File: config.mk
export PLATFORM = sky130hd
export DESIGN_NAME = drive_ramp_ctrl_flat
export DESIGN_NICKNAME = d
export VERILOG_FILES = /design/src/rtl/drive_ramp_ctrl_if.sv /design/src/rtl/drive_ramp_ctrl.sv /design/src/flat_wrapper.sv
export SDC_FILE = /design/constraint.sdc
export NUM_CORES = 1
export LEC_CHECK = 0
export CAP_MARGIN = 40
export CORE_MARGIN = 2
export CORE_UTILIZATION = 55
export CTS_CLUSTER_DIAMETER = 60
export DETAILED_ROUTE_END_ITERATION = 6
export GPL_ROUTABILITY_DRIVEN = 0
export PLACE_DENSITY = 0.82
export SYNTH_ARGS = -nofsm -noshare
export SYNTH_HDL_FRONTEND = slang
export SYNTH_SLANG_ARGS = --single-unit
File: constraint.sdc
create_clock -name clk -period 12.3 [get_ports clk]
set_input_delay 1.23 -clock clk [delete_from_list [all_inputs] [get_ports clk]]
set_output_delay 1.23 -clock clk [all_outputs]
set_load 0.02 [all_outputs]
File: src/rtl/drive_ramp_ctrl_if.sv
// Host/driver-side bundle for the drive ramp controller: host configuration and
// events in, half-bridge driver settings and status out.
interface drive_ramp_ctrl_if #(
  parameter int FREQ_BITS  = 19,
  parameter int DUTY_BITS  = 7,
  parameter int PHASE_BITS = 9,
  parameter int STEP_BITS  = 16
);
  logic [FREQ_BITS-1:0]  cfg_freq;
  logic [DUTY_BITS-1:0]  cfg_duty;
  logic [PHASE_BITS-1:0] cfg_phase;
  logic                  cfg_pos_en;
  logic                  cfg_neg_en;
  logic [STEP_BITS-1:0]  cfg_step_per;
  logic                  start;
  logic                  upd;
  logic                  stop;
  logic                  fault;
  logic                  fault_clr;
  logic                  cyc_start;
  logic [FREQ_BITS-1:0]  freq;
  logic [DUTY_BITS-1:0]  duty;
  logic [PHASE_BITS-1:0] phase;
  logic                  pos;
  logic                  neg;
  logic [2:0]            state;
  logic                  busy;
  logic                  ramp_done;

  modport master (
    output cfg_freq, cfg_duty, cfg_phase, cfg_pos_en, cfg_neg_en, cfg_step_per,
    output start, upd, stop, fault, fault_clr, cyc_start,
    input  freq, duty, phase, pos, neg, state, busy, ramp_done
  );

  modport slave (
    input  cfg_freq, cfg_duty, cfg_phase, cfg_pos_en, cfg_neg_en, cfg_step_per,
    input  start, upd, stop, fault, fault_clr, cyc_start,
    output freq, duty, phase, pos, neg, state, busy, ramp_done
  );
endinterface

File: src/rtl/drive_ramp_ctrl.sv
// Soft-start / soft-stop sequencer for a fixed-frequency half-bridge driver.
// Duty slews one step per N driver periods; a fault kills the outputs at once.
module drive_ramp_ctrl #(
  parameter int FREQ_BITS   = 19,
  parameter int DUTY_BITS   = 7,
  parameter int PHASE_BITS  = 9,
  parameter int DUTY_SCALE  = 100,
  parameter int PHASE_SCALE = 360,
  parameter int DUTY_STEP   = 1,
  parameter int STEP_BITS   = 16
) (
  input  logic             clk,
  input  logic             rst,
  drive_ramp_ctrl_if.slave bus
);

  typedef enum logic [2:0] {
    ST_IDLE     = 3'd0,
    ST_SLEW     = 3'd1,
    ST_RUN      = 3'd2,
    ST_SLEW_OFF = 3'd3,
    ST_FAULT    = 3'd4
  } state_t;

  localparam logic [DUTY_BITS-1:0]  DUTY_MAX  = DUTY_BITS'(DUTY_SCALE);
  localparam logic [PHASE_BITS-1:0] PHASE_MAX = PHASE_BITS'(PHASE_SCALE - 1);
  localparam logic [DUTY_BITS-1:0]  DUTY_INC  = DUTY_BITS'(DUTY_STEP);
  localparam logic [STEP_BITS-1:0]  STEP_ONE  = STEP_BITS'(1);

  state_t                r_state;
  logic [FREQ_BITS-1:0]  r_freq;
  logic [DUTY_BITS-1:0]  r_duty;
  logic [PHASE_BITS-1:0] r_phase;
  logic                  r_pos;
  logic                  r_neg;
  logic                  r_busy;
  logic                  r_ramp_done;
  logic [STEP_BITS-1:0]  r_step_cnt;
  logic [STEP_BITS-1:0]  r_step_per;
  logic [DUTY_BITS-1:0]  r_tgt_duty;
  logic [PHASE_BITS-1:0] r_tgt_phase;

  logic [DUTY_BITS-1:0]  w_clamp_duty;
  logic [PHASE_BITS-1:0] w_clamp_phase;
  logic [STEP_BITS-1:0]  w_clamp_per;
  logic [STEP_BITS-1:0]  w_cnt_inc;
  logic [STEP_BITS-1:0]  w_cnt_next;
  logic                  w_step_hit;
  logic [DUTY_BITS-1:0]  w_gap_up;
  logic [DUTY_BITS-1:0]  w_gap_dn;
  logic [DUTY_BITS-1:0]  w_duty_stepped;
  logic [DUTY_BITS-1:0]  w_duty_next;
  logic                  w_at_tgt;

  assign w_clamp_duty  = (bus.cfg_duty > DUTY_MAX) ? DUTY_MAX : bus.cfg_duty;
  assign w_clamp_phase = (bus.cfg_phase > PHASE_MAX) ? PHASE_MAX : bus.cfg_phase;
  assign w_clamp_per   = (bus.cfg_step_per == {STEP_BITS{1'b0}}) ? STEP_ONE : bus.cfg_step_per;

  // The counter runs 0..step_per-1; the step fires on the pulse that completes a full window.
  assign w_cnt_inc  = r_step_cnt + STEP_ONE;
  assign w_step_hit = (w_cnt_inc >= r_step_per);
  assign w_cnt_next = w_step_hit ? {STEP_BITS{1'b0}} : w_cnt_inc;

  assign w_gap_up = r_tgt_duty - r_duty;
  assign w_gap_dn = r_duty - r_tgt_duty;

  // One saturating step toward the target, never overshooting it.
  always_comb begin
    w_duty_stepped = r_duty;
    if (r_duty < r_tgt_duty) begin
      w_duty_stepped = (w_gap_up < DUTY_INC) ? r_tgt_duty : (r_duty + DUTY_INC);
    end else if (r_duty > r_tgt_duty) begin
      w_duty_stepped = (w_gap_dn < DUTY_INC) ? r_tgt_duty : (r_duty - DUTY_INC);
    end else begin
      w_duty_stepped = r_duty;
    end
  end

  // Completion is judged on the duty that this cyc_start produces.
  assign w_duty_next = w_step_hit ? w_duty_stepped : r_duty;
  assign w_at_tgt    = (w_duty_next == r_tgt_duty);

  // Sequencer state, latched targets and all driver-facing outputs.
  always_ff @(posedge clk or negedge rst) begin
    if (!rst) begin
      r_state     <= ST_IDLE;
      r_freq      <= {FREQ_BITS{1'b0}};
      r_duty      <= {DUTY_BITS{1'b0}};
      r_phase     <= {PHASE_BITS{1'b0}};
      r_pos       <= 1'b0;
      r_neg       <= 1'b0;
      r_busy      <= 1'b0;
      r_ramp_done <= 1'b0;
      r_step_cnt  <= {STEP_BITS{1'b0}};
      r_step_per  <= {STEP_BITS{1'b0}};
      r_tgt_duty  <= {DUTY_BITS{1'b0}};
      r_tgt_phase <= {PHASE_BITS{1'b0}};
    end else begin
      r_ramp_done <= 1'b0;
      if (bus.fault) begin
        r_state     <= ST_FAULT;
        r_busy      <= 1'b1;
        r_freq      <= {FREQ_BITS{1'b0}};
        r_duty      <= {DUTY_BITS{1'b0}};
        r_phase     <= {PHASE_BITS{1'b0}};
        r_pos       <= 1'b0;
        r_neg       <= 1'b0;
        r_step_cnt  <= {STEP_BITS{1'b0}};
        r_tgt_duty  <= {DUTY_BITS{1'b0}};
        r_tgt_phase <= {PHASE_BITS{1'b0}};
      end else begin
        case (r_state)
          ST_IDLE: begin
            if (bus.start && !bus.stop) begin
              r_state     <= ST_SLEW;
              r_busy      <= 1'b1;
              r_tgt_duty  <= w_clamp_duty;
              r_tgt_phase <= w_clamp_phase;
              r_step_per  <= w_clamp_per;
              r_step_cnt  <= {STEP_BITS{1'b0}};
              r_freq      <= bus.cfg_freq;
              r_phase     <= w_clamp_phase;
              r_pos       <= bus.cfg_pos_en;
              r_neg       <= bus.cfg_neg_en;
              r_duty      <= {DUTY_BITS{1'b0}};
            end
          end
          ST_SLEW: begin
            if (bus.stop) begin
              r_state    <= ST_SLEW_OFF;
              r_tgt_duty <= {DUTY_BITS{1'b0}};
              r_step_cnt <= {STEP_BITS{1'b0}};
            end else if (bus.cyc_start) begin
              r_duty  <= w_duty_next;
              r_phase <= r_tgt_phase;
              if (w_at_tgt) begin
                r_state     <= ST_RUN;
                r_ramp_done <= 1'b1;
                r_step_cnt  <= {STEP_BITS{1'b0}};
              end else begin
                r_step_cnt <= w_cnt_next;
              end
            end
          end
          ST_RUN: begin
            if (bus.stop) begin
              r_state    <= ST_SLEW_OFF;
              r_tgt_duty <= {DUTY_BITS{1'b0}};
              r_step_cnt <= {STEP_BITS{1'b0}};
            end else if (bus.upd) begin
              // Phase is applied at the next period boundary, not here.
              r_state     <= ST_SLEW;
              r_tgt_duty  <= w_clamp_duty;
              r_tgt_phase <= w_clamp_phase;
              r_step_per  <= w_clamp_per;
              r_step_cnt  <= {STEP_BITS{1'b0}};
            end
          end
          ST_SLEW_OFF: begin
            if (bus.cyc_start) begin
              if (w_at_tgt) begin
                r_state    <= ST_IDLE;
                r_busy     <= 1'b0;
                r_duty     <= {DUTY_BITS{1'b0}};
                r_freq     <= {FREQ_BITS{1'b0}};
                r_phase    <= {PHASE_BITS{1'b0}};
                r_pos      <= 1'b0;
                r_neg      <= 1'b0;
                r_step_cnt <= {STEP_BITS{1'b0}};
              end else begin
                r_duty     <= w_duty_next;
                r_step_cnt <= w_cnt_next;
              end
            end
          end
          ST_FAULT: begin
            if (bus.fault_clr) begin
              r_state <= ST_IDLE;
              r_busy  <= 1'b0;
            end
          end
          default: begin
            r_state    <= ST_IDLE;
            r_busy     <= 1'b0;
            r_freq     <= {FREQ_BITS{1'b0}};
            r_duty     <= {DUTY_BITS{1'b0}};
            r_phase    <= {PHASE_BITS{1'b0}};
            r_pos      <= 1'b0;
            r_neg      <= 1'b0;
            r_step_cnt <= {STEP_BITS{1'b0}};
          end
        endcase
      end
    end
  end

  assign bus.freq      = r_freq;
  assign bus.duty      = r_duty;
  assign bus.phase     = r_phase;
  assign bus.pos       = r_pos;
  assign bus.neg       = r_neg;
  assign bus.state     = r_state;
  assign bus.busy      = r_busy;
  assign bus.ramp_done = r_ramp_done;

endmodule

File: src/flat_wrapper.sv
// flat-port wrapper written by rule: the top's interface ports become plain ports
module drive_ramp_ctrl_flat 
#(
  parameter int FREQ_BITS   = 19,
  parameter int DUTY_BITS   = 7,
  parameter int PHASE_BITS  = 9,
  parameter int DUTY_SCALE  = 100,
  parameter int PHASE_SCALE = 360,
  parameter int DUTY_STEP   = 1,
  parameter int STEP_BITS   = 16
)
  (clk, rst, bus_cfg_freq, bus_cfg_duty, bus_cfg_phase, bus_cfg_pos_en, bus_cfg_neg_en, bus_cfg_step_per, bus_start, bus_upd, bus_stop, bus_fault, bus_fault_clr, bus_cyc_start, bus_freq, bus_duty, bus_phase, bus_pos, bus_neg, bus_state, bus_busy, bus_ramp_done);
  drive_ramp_ctrl_if #(.FREQ_BITS(FREQ_BITS), .DUTY_BITS(DUTY_BITS), .PHASE_BITS(PHASE_BITS), .STEP_BITS(STEP_BITS)) bus_i ();
  input  logic clk;
  input  logic rst;
  input wire logic [$bits(bus_i.cfg_freq)-1:0] bus_cfg_freq;
  input wire logic [$bits(bus_i.cfg_duty)-1:0] bus_cfg_duty;
  input wire logic [$bits(bus_i.cfg_phase)-1:0] bus_cfg_phase;
  input wire logic [$bits(bus_i.cfg_pos_en)-1:0] bus_cfg_pos_en;
  input wire logic [$bits(bus_i.cfg_neg_en)-1:0] bus_cfg_neg_en;
  input wire logic [$bits(bus_i.cfg_step_per)-1:0] bus_cfg_step_per;
  input wire logic [$bits(bus_i.start)-1:0] bus_start;
  input wire logic [$bits(bus_i.upd)-1:0] bus_upd;
  input wire logic [$bits(bus_i.stop)-1:0] bus_stop;
  input wire logic [$bits(bus_i.fault)-1:0] bus_fault;
  input wire logic [$bits(bus_i.fault_clr)-1:0] bus_fault_clr;
  input wire logic [$bits(bus_i.cyc_start)-1:0] bus_cyc_start;
  output wire logic [$bits(bus_i.freq)-1:0] bus_freq;
  output wire logic [$bits(bus_i.duty)-1:0] bus_duty;
  output wire logic [$bits(bus_i.phase)-1:0] bus_phase;
  output wire logic [$bits(bus_i.pos)-1:0] bus_pos;
  output wire logic [$bits(bus_i.neg)-1:0] bus_neg;
  output wire logic [$bits(bus_i.state)-1:0] bus_state;
  output wire logic [$bits(bus_i.busy)-1:0] bus_busy;
  output wire logic [$bits(bus_i.ramp_done)-1:0] bus_ramp_done;
  assign bus_i.cfg_freq = bus_cfg_freq;
  assign bus_i.cfg_duty = bus_cfg_duty;
  assign bus_i.cfg_phase = bus_cfg_phase;
  assign bus_i.cfg_pos_en = bus_cfg_pos_en;
  assign bus_i.cfg_neg_en = bus_cfg_neg_en;
  assign bus_i.cfg_step_per = bus_cfg_step_per;
  assign bus_i.start = bus_start;
  assign bus_i.upd = bus_upd;
  assign bus_i.stop = bus_stop;
  assign bus_i.fault = bus_fault;
  assign bus_i.fault_clr = bus_fault_clr;
  assign bus_i.cyc_start = bus_cyc_start;
  assign bus_freq = bus_i.freq;
  assign bus_duty = bus_i.duty;
  assign bus_phase = bus_i.phase;
  assign bus_pos = bus_i.pos;
  assign bus_neg = bus_i.neg;
  assign bus_state = bus_i.state;
  assign bus_busy = bus_i.busy;
  assign bus_ramp_done = bus_i.ramp_done;
  drive_ramp_ctrl #(.FREQ_BITS(FREQ_BITS), .DUTY_BITS(DUTY_BITS), .PHASE_BITS(PHASE_BITS), .DUTY_SCALE(DUTY_SCALE), .PHASE_SCALE(PHASE_SCALE), .DUTY_STEP(DUTY_STEP), .STEP_BITS(STEP_BITS)) u_core (.clk(clk), .rst(rst), .bus(bus_i));
endmodule
==> results.ini, run 1 <==
[drt]
ant_nets=0
drt_iter0_drc=480
first_pass_iters=7
via_count=5745
wire_per_inst_um=18.2
routed_wl_mm=16.4
viasPerCell=6.38
route.detailed.drc=0

[logic_synthesis]
synth_cell_type_count=82
yosys.area_share.adder=0.0713
synth_seq_cells=90
synthMuxAreaShare=0.0120
yosys.area_share.simple=0.182
synth_compound_area_frac=0.278
synth-edff-count=0
synth_async_sr_flop_share=1.00
synthFlopType=dfrtp_1
post_synth.cell_area_avg_um2=9.16
netlist_top_cells_area=dfrtp_1, ha_1, a32o_1, nand2_1, o21ai_0
ys_seq_area_frac=0.365
synth_xor_xnor_area_share=0.0395
synth.cell_area_um2=6170
yosys.area.top_type=dfrtp_1
synth_top_family_by_area=compound AO/OA/AOI/OAI gates
syn_inst=674
synth_nets=769
synth_top_area_frac=0.365
ys_warn_count=0

[floorplanning]
std_cell_rows=38
die_w_um=110
fp.coreArea_um2=10900
initial_core_util=0.567
pin_count=103
dieArea_um2=12100
die_y_um=110

[global_route]
grt_max_degree=71
grt_pass1_wl_mm=27.0
antenna_found_initial=0
busiest_layer=met2
grt.overflow.total=0
met3_usage=0.0777
grt_pass1_vias=5659
grt_util_met1=0.369
grt_use_total=0.282
met2_usage=0.445

[clock_tree]
clk_latency_ps=370
cts_tree=yes
cts-root-buf=clkbuf_8
path_clk_slew_ps=90
h-tree-depth=3
cts_setup_buffers=0
clock_sinks=90
cts_made_buffers=9
ctsResizeCount=0
hold_buffers=0
clk_path_buf_depth=2

[run_status]
outcome=complete, no violations

[pwr]
powerDensity_nw_per_um2=104
finalPower_mw=0.782
power_leakage_nw=3.17
irDropWorstVdd_v=0.0000691

[critical_path]
cp_cell_sequence=inv_1 > ha_1 > fa_1 > nand2b_1 > a21o_1 > a311oi_2 > o2111a_1 > o21bai_1 > and4b_1 > o31ai_1 > nand3_1 > o211ai_1 > o2bb2ai_1
r2r-end=u_core.bus.duty[0]
arrival_ps=5450
r2r-start=u_core.bus.duty[0]
crit_type=flip-flop to flip-flop
r2r_setup_slack_ps=7090
worstSetupEndpointType=flip-flop
slowest_stage=dfrtp_1
crit_end=u_core.bus.duty[0]
crit_fanout=14
cp-start-kind=flip-flop
r2r_cells=13
crit_required_ps=12530
worst_path_largest_cell_delay_ps=670
crit_start=u_core.bus.duty[0]

[place]
dp_cells=884
dp_hpwl_mm=12.0
pre_cts_ws_ps=7290
portBuffers=102

[timing]
worst_pin_slew_ps=794
period_needed_ps=5210
rsz0062_at_grt=no
fin_tns_setup_ps=0
fin_crit_sh=0.424
finalSetupViolations=0
finClkSkew_ps=14.6
slew-limit-headroom=0.469
worst_slack_ps=7090
max_freq_ghz=0.192
hold_viol=0
finalMaxSlewViolations=0
timing.hold.ws_ps=500

[layout]
layout_common_cells=clkdlybuf4s50_1, dfrtp_1, nand2_1
drive_gt1_frac=0.0658
fin_cells=900
nFillCells=844
syn_to_final_growth_pct=21.9
fin_nets=850
antennaDiodeCount=0
layout_commonest_cell=clkdlybuf4s50_1

[min_path]
hold_start=u_core.bus.phase[3]
min_path_type=flip-flop to flip-flop

[run]
cap_violations=0

-- registers in the layout, indices dropped and copies added, names as in the netlist --
name                  cells
u_core.bus.pos            1
u_core.r_step_cnt        16
u_core.r_tgt_phase        9
u_core.r_tgt_duty         7
u_core.r_step_per        16
u_core.bus.duty           7
u_core.bus.state          3
u_core.bus.neg            1
u_core.bus.ramp_done      1
u_core.bus.freq          19
u_core.bus.busy           1
u_core.bus.phase          9
-- per-layer routing --
layer  wire length, µm  vias up
met1              7000     2728
met3              1490       53
met2              7500      283
li1                  -     2681
met4               367        0
met5                 0        -
-- synthesized netlist by cell type (7+ instances only) --
| cell type | number |
|---|---|
| a211oi_1 | 11 |
| a21o_1 | 7 |
| a21oi_1 | 34 |
| a32o_1 | 34 |
| clkbuf_1 | 28 |
| dfrtp_1 | 90 |
| ha_1 | 32 |
| inv_1 | 34 |
| nand2_1 | 61 |
| nand2b_1 | 15 |
| nand3_1 | 21 |
| nor2_1 | 50 |
| nor2b_1 | 7 |
| nor3_1 | 17 |
| nor4_1 | 7 |
| o21ai_0 | 41 |
| o2bb2ai_1 | 16 |
| xnor2_1 | 16 |
| xor2_1 | 10 |
-- through the flow --
step	cell area, µm²	utilization
2_1_floorplan	6170	-
3_3_place_gp	7210	0.662
3_5_place_dp	7270	0.668
4_1_cts	7530	0.691
5_1_grt	7530	0.691
6_report	7530	0.691
-- final cells by class --
class                   instances  area [µm²]  share of cell area
well taps                     140         175              0.0233
clock buffers                  10         138              0.0183
inverters                      34         128              0.0170
clock inverters                 6         119              0.0158
repair buffers                109        1110               0.148
multi-input cells             511        3600               0.479
flip-flops and latches         90        2250               0.299
-- where the power goes --
part,total [mW],switching [mW],internal (mW)
combinational,0.199,0.116,0.0827
sequential,0.328,0.0115,0.317
clock,0.255,0.111,0.143
total,0.782,0.239,0.543
-- critical path, delay by kind of cell, from the launching register on --
family	cells	cell delay, ps
compound gates	7	2540
fa+ha+maj	2	710
simple gates	3	960
flops	1	670
buf+inv	1	200
-- cell families (layout without fill, tap and decap cells) --
logic type,after synthesis,after routing
mux,7,7
compound gates,220,220
fa+ha+maj,34,34
flops,90,90
buf+inv,73,159
xor+xnor,27,27
simple gates,223,223
-- worst min path at each step --
stage / to / slack [ps] / depth (start not counted)
4_1_cts: u_core.r_step_cnt[14] / 500 / 1
3_3_place_gp: u_core.r_step_cnt[14] / 470 / 1
2_1_floorplan: u_core.r_step_cnt[14] / 470 / 1
6_report: u_core.bus.phase[3] / 500 / 1
3_5_place_dp: u_core.bus.phase[3] / 470 / 1
5_1_grt: u_core.r_step_cnt[5] / 520 / 1
Power figures use the tool's default switching activity.
==> run 2: changes to the inputs <==
CORE_UTILIZATION = 54   (was 55)
PLACE_DENSITY = 0.81   (was 0.82)
clock period = 5.4 ns   (was 12.3 ns; I/O delays follow)
==> results.ini, run 2 (same netlist as run 1, synthesis figures left out) <==
[layout]
nFillCells=855
largest_reg_flops=19
layout_common_cells=clkdlybuf4s50_1, dfrtp_1, nand2_1
syn_to_final_growth_pct=23.6
drive_gt1_frac=0.0731
fin_util=0.677
fin_nets=856
layout_commonest_cell=clkdlybuf4s50_1
antennaDiodeCount=0

[critical_path]
crit_type=flip-flop to flip-flop
crit_fanout=10
cp-start-kind=flip-flop
arrival_ps=5290
slowest_stage=o21ai_2
cp_cell_sequence=nand3_1 > nor2_1 > nand2_1 > nor2_1 > nand2_1 > or2_2 > nor3_1 > xor2_1 > ha_1 > a21oi_1 > o21ai_0 > a2111o_1 > nand2_1 > a211oi_1 > o31a_1 > o2111a_2 > and3b_1 > o21ai_2 > a32o_1
timing.critical_path.buf_inv=0
worstSetupEndpointType=flip-flop
worstSetupPathDepth=19
crit_start=u_core.r_step_cnt[2]
cp_common_cell=nand2_1
crit_family=compound AO/OA/AOI/OAI gates
worst_path_largest_cell_delay_ps=480
r2r-start=u_core.r_step_cnt[2]
crit_required_ps=5680
r2r_setup_slack_ps=380
r2r_cells=19

[drt]
route.detailed.drc=0
routed_wl_mm=17.0
first_pass_iters=5
viasPerCell=6.42
via_count=5839
drt_iter0_drc=450
wire_per_inst_um=18.7
ant_nets=0

[clock_tree]
cts-root-buf=clkbuf_16
ctsResizeCount=0
hold_buffers=0
clock_sinks=90
clk_latency_ps=340
h-tree-depth=3
clk_path_buf_depth=2
cts_made_buffers=9
cts_setup_buffers=0
cts_tree=yes
path_clk_slew_ps=70

[timing]
slew-limit-headroom=0.498
worst_slack_ps=384
max_freq_ghz=0.199
finClkSkew_ps=5.65
finalMaxSlewViolations=0
fin_crit_sh=0.929
hold_viol=0
worst_pin_slew_ps=751
finalSetupViolations=0
period_needed_ps=5020
timing.hold.ws_ps=15.3

[run_status]
outcome=complete, no violations

[global_route]
grt_pass1_vias=5894
grt_pass1_wl_mm=28.3
grt_max_degree=63
grt.overflow.total=0
grt_use_total=0.278
antenna_found_initial=0

[floorplanning]
initial_core_util=0.548
std_cell_rows=39
die_y_um=111
pin_count=103
dieArea_um2=12300
die_w_um=111
fp.coreArea_um2=11300

[min_path]
min_path_type=primary input to async pin

[run]
cap_violations=0

[place]
pre_cts_ws_ps=436
dp_hpwl_mm=12.4
portBuffers=102

[pwr]
power_leakage_nw=3.21
irDropWorstVdd_v=0.000159
powerDensity_nw_per_um2=245

## run 2: changes by cell type in the layout (fill, tap and decap cells not counted)
cell        previous run  this run
bufinv_16              3         1
inv_8                  1         0
clkbuf_8              10         0
buf_4                  6        11
clkinv_8               0         1
clkinvlp_4             0         3
clkbuf_16              0         9
o21ai_2                0         1
## run 2: worst paths after layout
path	to
max in group asynchronous	u_core.bus.phase[4]
worst min register to register	u_core.bus.phase[6]
worst min-delay path	u_core.r_step_per[10]
worst max register to register	u_core.bus.freq[14]
worst max-delay path	u_core.bus.freq[14]
min in group clk	u_core.bus.phase[6]
## run 2: per-layer routing
layer	vias up	part of all wire	GRT usage
met2	268	0.47	0.456
met4	0	0.028	0.104
li1	2695	-	-
met5	-	0	0
met3	54	0.079	0.0612
met1	2822	0.42	0.363
## run 2: final cells by class
class                   instances  area, µm²  area share
flip-flops and latches         90       2250       0.295
well taps                     143        179      0.0234
multi-input cells             512       3610       0.473
clock buffers                   9        225      0.0295
repair buffers                114       1150       0.151
clock inverters                 7       86.3      0.0113
inverters                      34        128      0.0167
## run 2: stage by stage
stage	cells	power [mW]	setup TNS, ps	area, µm²
2_1_floorplan	674	1.05	0	6170
3_3_place_gp	889	1.19	0	7250
3_5_place_dp	892	1.21	0	7310
4_1_cts	908	1.87	0	7620
5_1_grt	909	1.95	-10.3	7630
6_report	909	1.87	0	7630
## run 2: where the power goes
part | leakage (nW) | internal (mW) | total, mW | switching [mW]
sequential | 1.21 | 0.722 | 0.748 | 0.0258
combinational | 1.86 | 0.190 | 0.462 | 0.273
clock | 0.141 | 0.366 | 0.659 | 0.292
==> run 3: changes to the inputs <==
CTS_CLUSTER_DIAMETER = 120   (was 60)
==> results of run 3 <==
The final DEF is identical to that of run 2; final timing and power are the same.
